$ cat src/rtl/instr_fetch_pkg.sv
// Shared types and constants for the byte-serial instruction fetch sequencer.
package instr_fetch_pkg;

  localparam int ADDR_W_DEF    = 24;
  localparam int INSTR_LEN_MAX = 4;
  localparam int LEN_W         = $clog2(INSTR_LEN_MAX + 1);

  typedef enum logic [2:0] {
    FETCH_OP,
    FETCH_EXT,
    FETCH_IMM0,
    FETCH_IMM1,
    HOLD
  } fetch_state_e;

  function automatic logic is_fetch(fetch_state_e s);
    return s != HOLD;
  endfunction

endpackage

$ cat src/rtl/instr_fetch_if.sv
// Bus, decoder, redirect and execute-side handshake signals of instr_fetch.
// instr_pc exists only when INSTR_FETCH_PC_OUT_EN is defined.
interface instr_fetch_if
  import instr_fetch_pkg::*;
#(
  parameter int ADDR_W = ADDR_W_DEF
) ();

  logic [ADDR_W-1:0] bus_addr;
  logic              bus_req;
  logic              bus_ack;
  logic [7:0]        bus_data;
  logic [7:0]        dec_opcode;
  logic [7:0]        dec_opext;
  logic              dec_need_opext;
  logic              dec_need_imm;
  logic              dec_imm_size;
  logic              pc_load;
  logic [ADDR_W-1:0] pc_new;
  logic              instr_valid;
  logic              instr_ready;
  logic [7:0]        instr_opcode;
  logic [7:0]        instr_opext;
  logic [15:0]       instr_imm;
  logic [LEN_W-1:0]  instr_len;
`ifdef INSTR_FETCH_PC_OUT_EN
  logic [ADDR_W-1:0] instr_pc;
`endif

  modport master (
`ifdef INSTR_FETCH_PC_OUT_EN
    output instr_pc,
`endif
    output bus_addr, bus_req, dec_opcode, dec_opext,
    output instr_valid, instr_opcode, instr_opext, instr_imm, instr_len,
    input  bus_ack, bus_data, dec_need_opext, dec_need_imm, dec_imm_size,
    input  pc_load, pc_new, instr_ready
  );

  modport slave (
`ifdef INSTR_FETCH_PC_OUT_EN
    input  instr_pc,
`endif
    input  bus_addr, bus_req, dec_opcode, dec_opext,
    input  instr_valid, instr_opcode, instr_opext, instr_imm, instr_len,
    output bus_ack, bus_data, dec_need_opext, dec_need_imm, dec_imm_size,
    output pc_load, pc_new, instr_ready
  );

endinterface

$ cat src/rtl/instr_fetch.sv
// Byte-serial S1C88 instruction fetch: opcode, optional ext byte, imm8/imm16.
// Define INSTR_FETCH_PC_OUT_EN to add instr_pc (address of the opcode byte).
module instr_fetch
  import instr_fetch_pkg::*;
#(
  parameter int              ADDR_W   = ADDR_W_DEF,
  parameter logic [ADDR_W-1:0] RESET_PC = '0
) (
  input logic           clk,
  input logic           reset_n,
  instr_fetch_if.master bus
);

  fetch_state_e      state_q, state_d;
  logic [ADDR_W-1:0] pc_q, pc_d;
  logic [7:0]        opcode_q, opcode_d;
  logic [7:0]        opext_q, opext_d;
  logic [15:0]       imm_q, imm_d;
  logic [LEN_W-1:0]  len_q, len_d;
  logic              imm_size_q, imm_size_d;
  logic              bus_req_q, bus_req_d;
  logic              valid_q, valid_d;
  logic              ack;
`ifdef INSTR_FETCH_PC_OUT_EN
  logic [ADDR_W-1:0] pc_op_q, pc_op_d;
`endif

  assign ack = bus_req_q & bus.bus_ack;

  always_comb begin
    state_d    = state_q;
    pc_d       = pc_q;
    opcode_d   = opcode_q;
    opext_d    = opext_q;
    imm_d      = imm_q;
    len_d      = len_q;
    imm_size_d = imm_size_q;
`ifdef INSTR_FETCH_PC_OUT_EN
    pc_op_d    = pc_op_q;
`endif
    // A redirect wins over any ack or handshake in the same cycle.
    if (bus.pc_load) begin
      pc_d    = bus.pc_new;
      state_d = FETCH_OP;
    end else begin
      case (state_q)
        FETCH_OP: if (ack) begin
          pc_d       = pc_q + ADDR_W'(1);
          opcode_d   = bus.bus_data;
          opext_d    = 8'h00;
          imm_d      = 16'h0000;
          len_d      = LEN_W'(1);
          imm_size_d = bus.dec_imm_size;
`ifdef INSTR_FETCH_PC_OUT_EN
          pc_op_d    = pc_q;
`endif
          if (bus.dec_need_opext)    state_d = FETCH_EXT;
          else if (bus.dec_need_imm) state_d = FETCH_IMM0;
          else                       state_d = HOLD;
        end
        FETCH_EXT: if (ack) begin
          pc_d       = pc_q + ADDR_W'(1);
          opext_d    = bus.bus_data;
          len_d      = len_q + LEN_W'(1);
          imm_size_d = bus.dec_imm_size;
          state_d    = bus.dec_need_imm ? FETCH_IMM0 : HOLD;
        end
        FETCH_IMM0: if (ack) begin
          pc_d    = pc_q + ADDR_W'(1);
          imm_d   = {8'h00, bus.bus_data};
          len_d   = len_q + LEN_W'(1);
          state_d = imm_size_q ? FETCH_IMM1 : HOLD;
        end
        FETCH_IMM1: if (ack) begin
          pc_d        = pc_q + ADDR_W'(1);
          imm_d[15:8] = bus.bus_data;
          len_d       = len_q + LEN_W'(1);
          state_d     = HOLD;
        end
        HOLD: if (bus.instr_ready) state_d = FETCH_OP;
        default: state_d = FETCH_OP;
      endcase
    end
    bus_req_d = is_fetch(state_d);
    valid_d   = (state_d == HOLD);
  end

  always_ff @(posedge clk) begin
    if (!reset_n) begin
      state_q    <= FETCH_OP;
      pc_q       <= RESET_PC;
      opcode_q   <= 8'h00;
      opext_q    <= 8'h00;
      imm_q      <= 16'h0000;
      len_q      <= '0;
      imm_size_q <= 1'b0;
      bus_req_q  <= 1'b0;
      valid_q    <= 1'b0;
`ifdef INSTR_FETCH_PC_OUT_EN
      pc_op_q    <= RESET_PC;
`endif
    end else begin
      state_q    <= state_d;
      pc_q       <= pc_d;
      opcode_q   <= opcode_d;
      opext_q    <= opext_d;
      imm_q      <= imm_d;
      len_q      <= len_d;
      imm_size_q <= imm_size_d;
      bus_req_q  <= bus_req_d;
      valid_q    <= valid_d;
`ifdef INSTR_FETCH_PC_OUT_EN
      pc_op_q    <= pc_op_d;
`endif
    end
  end

  // The decoder sees the byte on the bus in its own ack cycle, so it adds no latency.
  assign bus.dec_opcode   = (state_q == FETCH_OP)  ? bus.bus_data : opcode_q;
  assign bus.dec_opext    = (state_q == FETCH_EXT) ? bus.bus_data : opext_q;
  assign bus.bus_addr     = pc_q;
  assign bus.bus_req      = bus_req_q;
  assign bus.instr_valid  = valid_q;
  assign bus.instr_opcode = opcode_q;
  assign bus.instr_opext  = opext_q;
  assign bus.instr_imm    = imm_q;
  assign bus.instr_len    = len_q;
`ifdef INSTR_FETCH_PC_OUT_EN
  assign bus.instr_pc     = pc_op_q;
`endif

endmodule

$ cat src/flat_wrapper.sv
// flat-port wrapper written by rule: the top's interface ports become plain ports
module instr_fetch_flat import instr_fetch_pkg::*;
#(
  parameter int              ADDR_W   = ADDR_W_DEF,
  parameter logic [ADDR_W-1:0] RESET_PC = '0
)
  (clk, reset_n, bus_bus_addr, bus_bus_req, bus_dec_opcode, bus_dec_opext, bus_instr_valid, bus_instr_opcode, bus_instr_opext, bus_instr_imm, bus_instr_len, bus_bus_ack, bus_bus_data, bus_dec_need_opext, bus_dec_need_imm, bus_dec_imm_size, bus_pc_load, bus_pc_new, bus_instr_ready);
  instr_fetch_if #(.ADDR_W(ADDR_W)) bus_i ();
  input logic clk;
  input logic reset_n;
  output wire logic [$bits(bus_i.bus_addr)-1:0] bus_bus_addr;
  output wire logic [$bits(bus_i.bus_req)-1:0] bus_bus_req;
  output wire logic [$bits(bus_i.dec_opcode)-1:0] bus_dec_opcode;
  output wire logic [$bits(bus_i.dec_opext)-1:0] bus_dec_opext;
  output wire logic [$bits(bus_i.instr_valid)-1:0] bus_instr_valid;
  output wire logic [$bits(bus_i.instr_opcode)-1:0] bus_instr_opcode;
  output wire logic [$bits(bus_i.instr_opext)-1:0] bus_instr_opext;
  output wire logic [$bits(bus_i.instr_imm)-1:0] bus_instr_imm;
  output wire logic [$bits(bus_i.instr_len)-1:0] bus_instr_len;
  input wire logic [$bits(bus_i.bus_ack)-1:0] bus_bus_ack;
  input wire logic [$bits(bus_i.bus_data)-1:0] bus_bus_data;
  input wire logic [$bits(bus_i.dec_need_opext)-1:0] bus_dec_need_opext;
  input wire logic [$bits(bus_i.dec_need_imm)-1:0] bus_dec_need_imm;
  input wire logic [$bits(bus_i.dec_imm_size)-1:0] bus_dec_imm_size;
  input wire logic [$bits(bus_i.pc_load)-1:0] bus_pc_load;
  input wire logic [$bits(bus_i.pc_new)-1:0] bus_pc_new;
  input wire logic [$bits(bus_i.instr_ready)-1:0] bus_instr_ready;
  assign bus_bus_addr = bus_i.bus_addr;
  assign bus_bus_req = bus_i.bus_req;
  assign bus_dec_opcode = bus_i.dec_opcode;
  assign bus_dec_opext = bus_i.dec_opext;
  assign bus_instr_valid = bus_i.instr_valid;
  assign bus_instr_opcode = bus_i.instr_opcode;
  assign bus_instr_opext = bus_i.instr_opext;
  assign bus_instr_imm = bus_i.instr_imm;
  assign bus_instr_len = bus_i.instr_len;
  assign bus_i.bus_ack = bus_bus_ack;
  assign bus_i.bus_data = bus_bus_data;
  assign bus_i.dec_need_opext = bus_dec_need_opext;
  assign bus_i.dec_need_imm = bus_dec_need_imm;
  assign bus_i.dec_imm_size = bus_dec_imm_size;
  assign bus_i.pc_load = bus_pc_load;
  assign bus_i.pc_new = bus_pc_new;
  assign bus_i.instr_ready = bus_instr_ready;
  instr_fetch #(.ADDR_W(ADDR_W), .RESET_PC(RESET_PC)) u_core (.clk(clk), .reset_n(reset_n), .bus(bus_i));
endmodule
$ cat config.mk
export PLATFORM = sky130hd
export DESIGN_NAME = instr_fetch_flat
export DESIGN_NICKNAME = d
export VERILOG_FILES = /design/src/rtl/instr_fetch_pkg.sv /design/src/rtl/instr_fetch_if.sv /design/src/rtl/instr_fetch.sv /design/src/flat_wrapper.sv
export SDC_FILE = /design/constraint.sdc
export NUM_CORES = 1
export LEC_CHECK = 0
export BUFFER_PORTS_ARGS = -buffer_cell sky130_fd_sc_hd__buf_2
export CAP_MARGIN = 20
export CORE_UTILIZATION = 25
export DETAILED_ROUTE_END_ITERATION = 7
export PLACE_DENSITY_LB_ADDON = 0.05
export SKIP_CTS_REPAIR_TIMING = 1
export SYNTH_ARGS = -nofsm -noshare
export SYNTH_HDL_FRONTEND = slang
export SYNTH_SLANG_ARGS = --single-unit
$ cat constraint.sdc
create_clock -name clk -period 2.75 [get_ports clk]
set_input_delay 0.55 -clock clk [delete_from_list [all_inputs] [get_ports clk]]
set_output_delay 0.55 -clock clk [all_outputs]
set_load 0.01 [all_outputs]
# After elaboration in Yosys (flattened, before gate mapping)
# Index checks and enable logic that the tools add are counted.
classes:
  n_addsub: 2
  multipliers: 0
  n_div: 0
  order_cmp: 0
  eq_ne: 11
  shifts: 0
  n_mux: 25
  n_bitwise: 2
  n_reduce_logical: 17
op_table:
  columns: ["operator", "n"]
  rows:
  - ["24-bit two-way mux", 3]
  - ["3-bit two-way mux", 11]
  - ["16-bit two-way mux", 2]
  - ["8-bit two-way mux", 4]
  - ["8-bit one-hot mux with 2 select lines", 2]
  - ["24-bit by 1-bit adder with 24-bit output (second input constant)", 1]
  - ["8-bit one-hot mux with 3 select lines", 1]
  - ["3-bit one-hot mux with 5 select lines", 1]
  - ["4-bit AND reduction", 3]
  - ["2-bit by 1-bit inequality test with 1-bit output (second input constant)", 5]
  - ["2-bit nonzero test", 5]
  - ["3-bit by 2-bit == test with 1-bit output (second input constant)", 2]
  - ["3-bit == test (second input constant)", 2]
  - ["3-bit one-hot mux with 2 select lines", 1]
  - ["3-bit AND reduction", 2]
  - ["5-bit AND reduction", 1]
  - ["4-bit OR reduction", 1]
  - ["3-bit by 1-bit adder with 3-bit output (second input constant)", 1]
  - ["3-bit by 1-bit == test with 1-bit output (second input constant)", 1]
  - ["3-bit zero test", 1]
  - ["3-bit inequality test (second input constant)", 1]
  - ["3-bit nonzero test", 1]
  - ["3-bit OR reduction", 1]
  - ["2-bit AND reduction", 1]
  - ["other kinds (3)", 3]
word_totals:
  register_bits: 65
  latchBits: 0
  ram_bits: 0
  romBits: 0
  input_bits: 40
  output_inout_bits: 77
  word_cells: 67
  memories: 0

# Longest topological paths before layout
logic_depth:
  ltp_word: 6
  depth_mapped: 7
  ltp_nobuf: 5

# Least setup slack after synthesis
# Ideal clock, no wire load.
synth_timing:
  path_kind: "register -> output"
  from: "register u_core.state_q[0]"
  to: "output port bus_dec_opext[5]"
  t_arrival_ns: 1.475
  t_required_ns: 2.200
  path_slack_ns: 0.725
  path_stages_with_launch: 6
  n_path_buf: 2
  cell_sequence: "dfxtp_1 buf_2 inv_1 nor3_2 buf_2 mux2_2"
synth_via:
  elab_chain_len: 2
synth_rtl:
  columns: ["element", "line_no", "text"]
  rows:
  - ["start, declared", "instr_fetch.sv:14", "fetch_state_e state_q, state_d;"]
  - ["start signal, assigned", "instr_fetch.sv:103", "state_q <= state_d;"]
  - ["3-bit by 1-bit == test with 1-bit output", "instr_fetch.sv:120", "assign bus.dec_opext = (state_q == FETCH_EXT) ? bus.bus_data : opext_q;"]
  - ["8-bit two-way mux", "instr_fetch.sv:120", null]
  - ["end, declared", "flat_wrapper.sv:14", "output wire logic [$bits(bus_i.dec_opext)-1:0] bus_dec_opext;"]
# No other way between the ends.

# Worst setup path after layout
layout_timing:
  from: "register u_core.state_q[2]"
  to: "output port bus_dec_opext[3]"
# Same word-level chain as after synthesis.

==> run_results.csv <==
group,metric,value,unit
setup_path,endpoint_kind,"primary output",
setup_path,critical_path.max_stage_delay,0.40,ns
setup_path,r2r_cells,4,
logic_synthesis,synth_top_area_share,39.6,%
clocking,cts-root-buf,"clkbuf_16",
setup_path,critPathTopFamily,"flip-flops",
logic_synthesis,synthTopCellsByArea,"dfxtp_1 40%, a21boi_0 8.0%, nand2_1 5.9%",
sta,setup_viol_count_final,0,
die,coreArea,12700,um2
sta,fin_crit_sh,81.5,%
clocking,cts_buffers,9,
finish,fin_util,34.0,%
power,ir_drop,0.256,mV
sta,fmax,0.446,GHz
sta,slew_headroom,47.8,%
die,start_util,25.8,%
route,ant_nets,0,
global_route,grt_pass1_wl,15700,um
clocking,cts_buffer_depth,2,
logic_synthesis,synthFlopType,"dfxtp_1",
job,drv_cap,0,
sta,tns,0,ns
sta,grt_setup_unrepaired,"false",
route,routedWlPerCell,15.5,um
hold_path,whs_path_depth,2,
die,die_w,117,um
placed_design,dp_hpwl,7130,um
setup_path,required,2.20,ns
sta,slew_viol_final,0,
logic_synthesis,yosys.cell_count.top_type,"dfxtp_1",
sta,period_needed,2.24,ns
sta,worstMarginPinSlew,0.780,ns
finish,diodes,0,
finish,final_nets,523,
route,drcViolationCount,0,
logic_synthesis,netlist_instances,371,
status,outcome,"complete, no violations",
logic_synthesis,ys_seq_elements,65,
setup_path,cp-start-kind,"register",
die,io_pins,117,
setup_path,cp.arrival,1.69,ns
global_route,overflow,0,
power,p_per_area,568,nW/um2
placed_design,place_congestion,0.700,
die,die_area,13600,um2
global_route,grt_max_degree,43,
setup_path,cp_num_cells,4,
route,dr.first_iter.drc_count,110,
logic_synthesis,ys_async_sr_fraction,0,%
setup_path,crit_slowest_cell,"dfxtp_1",
clocking,tritoncts,"done",
finish,area_growth,31.9,%
sta,finalClockSkew,0.00838,ns
logic_synthesis,netlist_area,3280,um2
route,viasPerCell,4.81,
clocking,clk_latency,0.33,ns
placed_design,io_buffer_count,116,
setup_path,crit_buf_inv,2,
clocking,htree_levels,3,
global_route,track_usage,15.3,%
route,routed_wl,10200,um
sta,hold_viol,0,
logic_synthesis,netlist_top_cells_count,"65 x dfxtp_1, 52 x nand2_1, 35 x a21boi_0, 30 x nand3_1, 25 x o21ai_0",
global_route,first_global_vias,2930,
hold_path,hold_path.class,"in -> reg",
setup_path,worstPathCellList,"nor3_2, buf_4, mux2_2, buf_2",
global_route,antenna_found_initial,0,
route,num_vias,3162,
setup_path,criticalPathCategory,"reg -> out",
logic_synthesis,syn_nets,413,
clocking,cts_sinks,65,
clocking,clk_pin_slew,0.06,ns
power,leakagePower,1.82,nW
finish,fillers,1379,
logic_synthesis,ys_seq_area_share,39.6,%
logic_synthesis,synth_top_cell_by_area,"dfxtp_1",
logic_synthesis,ys_types,44,
logic_synthesis,synth_edf_count,0,
die,num_rows,41,
setup_path,path_max_fanout,16,
setup_path,reg2reg_slack,0.83,ns
finish,drive_gt1_share,33.7,%
die,fp.dieH,117,um
route,drtPass1Iterations,4,
logic_synthesis,synth_warnings,0,
logic_synthesis,syn_area_per_cell,8.85,um2
layer usage:
layer  GRT usage [%]  wire (um)
met4            5.32        124
met5               0          0
met2            24.5       4630
met1            20.2       4900
met3            3.37        558
cells in the final DEF (no fill, tap or decap), types with 2 or more instances in the layout:
master / Yosys / final
a21boi_0: 35 / 35
dfxtp_1: 65 / 65
nor3_1: 2 / 2
and2_1: 2 / 2
clkbuf_16: 0 / 9
clkbuf_8: 0 / 3
a21oi_1: 5 / 5
o21ai_0: 25 / 25
xor2_1: 3 / 3
nand3_1: 30 / 30
inv_1: 7 / 7
or3_1: 4 / 4
nor2_1: 7 / 7
xnor2_1: 5 / 5
and4_4: 2 / 2
and3_1: 2 / 2
nand2b_1: 3 / 3
nand4_4: 4 / 4
nand2_1: 52 / 52
o211a_1: 7 / 7
a31oi_1: 16 / 16
ha_1: 2 / 2
buf_4: 2 / 6
nor3_2: 2 / 2
mux2i_1: 2 / 2
buf_2: 3 / 116
nand3b_1: 2 / 2
or4_1: 10 / 10
o31ai_1: 11 / 11
nor2b_1: 2 / 2
nor3b_1: 3 / 3
clkbuf_1: 15 / 2
mux2_2: 16 / 16
nand4_1: 11 / 11
area by class of cell:
cell class / instances / area, um2 / share of cell area, %
well taps: 172 / 215 / 4.97
multi-input cells: 275 / 1830 / 42.3
clock buffers: 14 / 274 / 6.33
inverters: 7 / 26.3 / 0.607
clock inverters: 2 / 35.0 / 0.809
flip-flops and latches: 65 / 1300 / 30.1
repair buffers: 123 / 646 / 14.9
per-stage QoR:
step	power, mW	cell area [um2]	instances	setup WS, ns	hold WS [ns]
after detailed placement	1.29	4020	642	0.634	0.453
after floorplan	1.17	3280	371	0.725	0.452
final	2.46	4330	658	0.510	0.444
after CTS	2.50	4330	658	0.495	0.435
after global routing	2.57	4330	658	0.410	0.449
after global placement	1.29	4020	642	0.687	0.447
worst register-to-register path: stages, from the launching register on:
cell,delay [ns]
dfxtp_1,0.40
and3b_1,0.45
nand4_4,0.28
or4_1,0.56
a31oi_1,0.16
flip-flops by register name, indices dropped and copies added (netlist names):
register and flops:
u_core.bus.bus_addr 24, u_core.bus.bus_req 1, u_core.bus.instr_imm 16, u_core.bus.instr_len 3
u_core.bus.instr_opcode 8, u_core.bus.instr_opext 8, u_core.bus.instr_valid 1, u_core.imm_size_q 1
u_core.state_q 3
path summary, 6_finish.rpt:
| kind | startpoint | to |
|---|---|---|
| worst min register to register | u_core.bus.instr_imm[6] | u_core.bus.instr_imm[6] |
| worst max register to register | u_core.state_q[2] | u_core.bus.bus_addr[23] |
| worst max-delay path | u_core.state_q[2] | bus_dec_opext[3] |
| worst min-delay path | bus_pc_new[2] | u_core.bus.bus_addr[2] |
power by group:
group          total [mW]  internal [mW]  leakage (nW)  switching, mW
Sequential           1.02          0.975         0.531         0.0431
Combinational       0.252          0.109          1.14          0.143
Clock                1.19          0.775         0.153          0.412
Total                2.46           1.86          1.82          0.598
cells by family after synthesis:
logic type                 Yosys count  share of synthesized area (%)
muxes                               18                           6.10
buffers and inverters               31                           4.57
xor gates and xnor gates             8                           2.14
DFF                                 65                           39.6
adders and majority gates            2                          0.762
and+or+nand+nor                    146                           26.1
AOI/OAI and AO/OA                  101                           20.7
No activity file was read; power rests on OpenSTA's default activity.
